===== src/rtl/alu_seq_pkg.sv =====
// Shared definitions for the ALU request sequencer: opcodes, FSM states, default widths
// and the opcode legality check.
package alu_seq_pkg;

    localparam int unsigned DEF_DATA_W = 32;
    localparam int unsigned DEF_OP_W   = 4;

    localparam logic [DEF_OP_W-1:0] OP_ADD   = 4'd1;
    localparam logic [DEF_OP_W-1:0] OP_SUB   = 4'd2;
    localparam logic [DEF_OP_W-1:0] OP_MUL   = 4'd3;
    localparam logic [DEF_OP_W-1:0] OP_MOD   = 4'd4;
    localparam logic [DEF_OP_W-1:0] OP_PASSA = 4'd5;
    localparam logic [DEF_OP_W-1:0] OP_PASSB = 4'd6;
    localparam logic [DEF_OP_W-1:0] OP_INCA  = 4'd7;
    localparam logic [DEF_OP_W-1:0] OP_DECA  = 4'd8;
    localparam logic [DEF_OP_W-1:0] OP_RESET = 4'd9;

    typedef enum logic [1:0] {
        StIdle,
        StIssue,
        StWait,
        StDone
    } seq_state_e;

    function automatic logic is_legal_op(input logic [DEF_OP_W-1:0] op);
        return (op >= OP_ADD) && (op <= OP_RESET);
    endfunction

endpackage


===== src/rtl/rr_arbiter2.sv =====
// Two-input round-robin arbiter. The last-grant pointer only moves when a grant is
// actually accepted, so a requester that withdraws costs nobody a turn.
module rr_arbiter2 (
    input  logic clk,
    input  logic rst,
    input  logic req0,
    input  logic req1,
    input  logic accept,
    output logic gnt0,
    output logic gnt1
);

    logic last_q;

    // On a tie, the port that was not granted last wins.
    always_comb begin
        gnt0 = req0 & (~req1 | last_q);
        gnt1 = req1 & (~req0 | ~last_q);
    end

    always_ff @(posedge clk or posedge rst) begin
        if (rst) begin
            last_q <= 1'b1;
        end else if (accept && (gnt0 || gnt1)) begin
            last_q <= gnt1;
        end
    end

endmodule


===== src/rtl/alu_request_sequencer.sv =====
// Arbitrates two masters onto the shared ALU, sequences issue/wait/capture and
// returns the captured result to the granted master as a one-cycle pulse.
module alu_request_sequencer
    import alu_seq_pkg::*;
#(
    parameter int unsigned DATA_W  = DEF_DATA_W,
    parameter int unsigned OP_W    = DEF_OP_W,
    parameter int unsigned ALU_LAT = 4
) (
    input  logic              clk,
    input  logic              rst,
    input  logic              req0_valid,
    output logic              req0_ready,
    input  logic [OP_W-1:0]   req0_op,
    input  logic [DATA_W-1:0] req0_a,
    input  logic [DATA_W-1:0] req0_b,
    input  logic              req1_valid,
    output logic              req1_ready,
    input  logic [OP_W-1:0]   req1_op,
    input  logic [DATA_W-1:0] req1_a,
    input  logic [DATA_W-1:0] req1_b,
    output logic              rsp0_valid,
    output logic [DATA_W-1:0] rsp0_data,
    output logic              rsp0_zero,
    output logic              rsp0_err,
    output logic              rsp1_valid,
    output logic [DATA_W-1:0] rsp1_data,
    output logic              rsp1_zero,
    output logic              rsp1_err,
    output logic              alu_enable,
    output logic [OP_W-1:0]   alu_control,
    output logic [DATA_W-1:0] alu_a,
    output logic [DATA_W-1:0] alu_b,
    input  logic [DATA_W-1:0] alu_c,
    output logic              busy
);

    localparam int unsigned CNT_W = 4;

    seq_state_e state_q, state_d;

    logic              gnt0, gnt1;
    logic              idle, accept, sel_legal;
    logic [OP_W-1:0]   sel_op;
    logic [DATA_W-1:0] sel_a, sel_b;

    logic [OP_W-1:0]   op_q;
    logic [DATA_W-1:0] a_q, b_q;
    logic [CNT_W-1:0]  cnt_q;
    logic              grant_q;
    logic [DATA_W-1:0] result_q;
    logic              zero_q, err_q;

    rr_arbiter2 u_arb (
        .clk    (clk),
        .rst    (rst),
        .req0   (req0_valid),
        .req1   (req1_valid),
        .accept (accept),
        .gnt0   (gnt0),
        .gnt1   (gnt1)
    );

    always_comb begin
        idle      = (state_q == StIdle);
        accept    = idle && (gnt0 || gnt1);
        sel_op    = gnt1 ? req1_op : req0_op;
        sel_a     = gnt1 ? req1_a  : req0_a;
        sel_b     = gnt1 ? req1_b  : req0_b;
        sel_legal = is_legal_op(sel_op);
    end

    always_comb begin
        state_d = state_q;
        case (state_q)
            StIdle:  if (accept) state_d = sel_legal ? StIssue : StDone;
            StIssue: state_d = StWait;
            StWait:  if (cnt_q == '0) state_d = StDone;
            StDone:  state_d = StIdle;
            default: state_d = StIdle;
        endcase
    end

    always_ff @(posedge clk or posedge rst) begin
        if (rst) begin
            state_q <= StIdle;
        end else begin
            state_q <= state_d;
        end
    end

    // Operands stay latched after capture so the ALU buses hold their last value in idle.
    always_ff @(posedge clk or posedge rst) begin
        if (rst) begin
            op_q     <= '0;
            a_q      <= '0;
            b_q      <= '0;
            cnt_q    <= '0;
            grant_q  <= 1'b0;
            result_q <= '0;
            zero_q   <= 1'b0;
            err_q    <= 1'b0;
        end else begin
            case (state_q)
                StIdle: begin
                    if (accept) begin
                        grant_q <= gnt1;
                        if (sel_legal) begin
                            op_q  <= sel_op;
                            a_q   <= sel_a;
                            b_q   <= sel_b;
                            err_q <= 1'b0;
                        end else begin
                            result_q <= '0;
                            zero_q   <= 1'b1;
                            err_q    <= 1'b1;
                        end
                    end
                end
                StIssue: cnt_q <= CNT_W'(ALU_LAT - 1);
                StWait: begin
                    if (cnt_q == '0) begin
                        result_q <= alu_c;
                        zero_q   <= (alu_c == '0);
                    end else begin
                        cnt_q <= cnt_q - 1'b1;
                    end
                end
                default: ;
            endcase
        end
    end

    always_comb begin
        req0_ready  = idle && gnt0;
        req1_ready  = idle && gnt1;
        busy        = !idle;
        alu_enable  = (state_q == StIssue);
        alu_control = op_q;
        alu_a       = a_q;
        alu_b       = b_q;
        rsp0_valid  = (state_q == StDone) && !grant_q;
        rsp1_valid  = (state_q == StDone) && grant_q;
        rsp0_data   = result_q;
        rsp1_data   = result_q;
        rsp0_zero   = zero_q;
        rsp1_zero   = zero_q;
        rsp0_err    = err_q;
        rsp1_err    = err_q;
    end

endmodule


===== config.mk =====
export PLATFORM = sky130hd
export DESIGN_NAME = alu_request_sequencer
export DESIGN_NICKNAME = d
export VERILOG_FILES = /design/src/rtl/alu_seq_pkg.sv /design/src/rtl/rr_arbiter2.sv /design/src/rtl/alu_request_sequencer.sv
export SDC_FILE = /design/constraint.sdc
export NUM_CORES = 1
export LEC_CHECK = 0
export CORE_MARGIN = 1
export CORE_UTILIZATION = 40
export CTS_BUF_LIST = sky130_fd_sc_hd__clkbuf_8
export DETAILED_ROUTE_END_ITERATION = 12
export GPL_TIMING_DRIVEN = 1
export PLACE_DENSITY = 0.81
export SLEW_MARGIN = 20
export SYNTH_ARGS = -nofsm -noshare
export SYNTH_HDL_FRONTEND = slang
export SYNTH_SLANG_ARGS = --single-unit

===== constraint.sdc =====
create_clock -name clk -period 4.37 [get_ports clk]
set_input_delay 0.437 -clock clk [delete_from_list [all_inputs] [get_ports clk]]
set_output_delay 0.437 -clock clk [all_outputs]
set_load 0.03 [all_outputs]

==> run_results.csv <==
group,metric,value,unit
synth,synth_top_area_share,47.5,%
setup_path,cp_max_fo,14,
setup_path,cp_num_buf_inv,3,
synth,synth-seq-area-share,47.9,%
power_and_ir_drop,power_switching,2930,µW
setup_path,crit_required,3.93,ns
synth,synth_edf_count,0,
clocking,cts_num_sinks,110,
synth,synth_area_leader_cell,"dfrtp_1",
synth,synth-async-reset-ratio,100,%
min_path,hp-class,"reg2reg",
die,io_pins,314,
synth,synth_fp_nets,646,
power_and_ir_drop,p_int,3760,µW
drt,drt_drc_violations_left,0,
place,gp_congestion,0.804,
drt,drt-initial-drc-count,145,
power_and_ir_drop,clkPwrFrac,9.4,%
final_layout,final_common_cell,"clkdlybuf4s50_1",
global_route,grt_max_degree,73,
setup_path,rr_worst_depth,6,
power_and_ir_drop,leakage,0.00381,µW
drt,drtPass1Iterations,4,
die,die_x,122,µm
clocking,postCtsHoldBufs,0,
power_and_ir_drop,p_comb_share,62.8,%
setup_path,worstPathArrival,2.40,ns
timing,finalMaxSlewViolations,0,
setup_path,timing.rr.start,"state_q[0]$_DFFE_PP0P_",
timing,finalSetupViolCount,0,
final_layout,area_growth,56.6,%
synth,syn_area,5740,µm²
setup_path,crit_chain,"clkdlybuf4s50_1, a21boi_4, nand2_1, inv_1, clkdlybuf4s50_1",
global_route,busiest_layer,"met2",
synth,yosysWarnings,0,
die,dieHeight,122,µm
setup_path,end_kind,"primary output",
clocking,clkTransAtPathRegs,0.09,ns
clocking,cts_buffers,9,
drt,antenna_left,0,
global_route,grt_use_met2,39.3,%
power_and_ir_drop,vdd_ir_drop_max,0.333,mV
synth,syn_area_per_cell,12.3,µm²
timing,rsz0062_at_grt,"false",
synth,ys_ff_latch,110,
setup_path,criticalPathCategory,"in2out",
clocking,post_cts_buffers,0,
status,status,"finished clean",
final_layout,fin_nets,920,
clocking,cts_tree,"built",
drt,viasPerCell,4.93,
timing,fin_crit,2.83,ns
synth,yosys-top-cells-area,"dfrtp_1, mux2_2, mux2i_1",
setup_path,cp_slowest_cell,"clkdlybuf4s50_1",
global_route,grt_use_met1,22.3,%
final_layout,drive_gt1_share,22.5,%
setup_path,timing.rr.end,"alu_b[8]$_DFFE_PP0P_",
place,portBuffers,313,
die,core-area,13900,µm²
timing,timing.fmax,0.353,GHz
setup_path,r2r_slack,1.87,ns
timing,max-slew-margin-rel,39.7,%
drt,dr_total_vias,4562,
final_layout,antenna_cells,0,
final_layout,layout_common_cells,"clkdlybuf4s50_1, mux2_2, dfrtp_1",
drt,wl,15300,µm
die,fp.dieArea,14800,µm²
power_and_ir_drop,p_seq_share,27.8,%
setup_path,cp_common_cell,"clkdlybuf4s50_1",
die,start_util,41.2,%
clocking,cts_repair_resize_count,0,
setup_path,worstSetupStartpointType,"primary input",
final_layout,stdcell_count,926,
global_route,met3_usage,6.88,%
synth,ys.flop_type,"dfrtp_1",
timing,final-hold-violation-count,0,
setup_path,path_delay_family,"buffers and inverters",
global_route,grt_first_pass_wirelength,24100,µm
place,post-place-cells,911,
power_and_ir_drop,power_density,744,nW/µm²
clocking,clk-insertion-delay-late,0.37,ns
power_and_ir_drop,finalPower,6690,µW
run,drv_cap,0,
synth,yosysUniqueCellTypes,38,
final_layout,fin_util,64.6,%
clocking,htree_levels,3,
global_route,grt_pass1_vias,4712,
clocking,cts.path.max_buffers,2,
global_route,antenna_found_initial,0,
die,rows,43,
setup_path,worstSetupStartpoint,"req1_valid",
clocking,clockRootBuffer,"clkbuf_8",
setup_path,worst-path-stages,5,
timing,setup_tns,0,ns
setup_path,crit_path_end,"req1_ready",
timing,fin_crit_sh,64.8,%
place,hpwl,11900,µm
global_route,grt_overflow,0,
global_route,grtUsageTotal,21.2,%
setup_path,cp_slowest_stage_delay,0.69,ns
timing,tightest_slew,0.905,ns
power_and_ir_drop,swShare,43.8,%
drt,wire_per_inst,16.6,µm
timing,skew,0.00752,ns
synth,netlist_instances,468,
[cell type report]
class / count / area (µm²)
well taps: 180 / 225
inverters: 42 / 160
clock inverters: 4 / 47.5
fillers: 1071 / 4940
repair buffers: 319 / 3190
clock buffers: 11 / 151
flip-flops and latches: 110 / 2750
multi-input cells: 260 / 2470
[metrics by stage]
stage	instance area [µm²]	setup WS, ns	hold WS, ns
2_1_floorplan	5740	1.03	0.454
3_3_place_gp	8800	1.43	0.481
3_5_place_dp	8800	1.29	0.494
4_1_cts	9000	1.51	0.514
5_1_grt	9000	1.42	0.530
6_report	9000	1.54	0.510
[registers in the layout, indices dropped and copies added (netlist names)]
name / count
alu_a: 32
rsp0_zero: 1
cnt_q: 4
alu_b: 32
alu_control: 4
rsp0_err: 1
rsp0_data: 32
u_arb.last_q: 1
grant_q: 1
state_q: 2
[per-layer routing]
layer / share of wire [%] / vias up / routed length (µm)
met5: 0 / - / 0
li1: - / 2104 / -
met1: 36 / 2233 / 5440
met2: 53 / 205 / 8160
met3: 9.4 / 20 / 1450
met4: 1.9 / 0 / 284
[how the worst min path moves through the flow]
stage,cells past startpoint,slack [ns],to,start
after floorplan,2,0.45,u_arb.last_q$_DFFE_PP1P_,u_arb.last_q$_DFFE_PP1P_
after global placement,2,0.48,u_arb.last_q$_DFFE_PP1P_,u_arb.last_q$_DFFE_PP1P_
after detailed placement,1,0.49,alu_b[0]$_DFFE_PP0P_,alu_b[0]$_DFFE_PP0P_
after CTS,2,0.51,u_arb.last_q$_DFFE_PP1P_,u_arb.last_q$_DFFE_PP1P_
after global routing,1,0.53,alu_b[22]$_DFFE_PP0P_,alu_b[22]$_DFFE_PP0P_
final,2,0.51,u_arb.last_q$_DFFE_PP1P_,u_arb.last_q$_DFFE_PP1P_
[Yosys cell counts (4+ instances only)]
library cell / number
o21ai_0: 4
nor2_1: 5
nand2_1: 38
inv_1: 42
buf_2: 6
nor4_1: 8
ha_1: 6
mux2i_1: 33
buf_4: 38
clkbuf_1: 10
dfrtp_1: 109
mux2_4: 9
mux2_2: 128
nand3_1: 4
[kinds of logic (layout without fill, tap and decap cells)]
kind of cell	Yosys count	count (layout)	share of synthesized area (%)
AOI/OAI and AO/OA	12	12	1.55
DFF	110	110	47.9
xor gates and xnor gates	2	2	0.305
and+or+nand+nor	70	70	6.36
buffers and inverters	98	376	9.34
muxes	170	170	33.2
adders and majority gates	6	6	1.31
[power by group through the flow]
stage,Combinational [µW],Sequential [µW],Clock [µW]
floorplan,1810,2760,0
global placement,4150,1850,0
detailed placement,4230,1880,0
CTS,4250,1860,646
global route,4440,1930,686
finish,4200,1860,628
[worst min-delay path, cell delays in order, from the launching register on]
cell	delay [ns]
dfstp_2	0.40
nand2_1	0.06
nand2_1	0.05
Power figures use the tool's default switching activity.
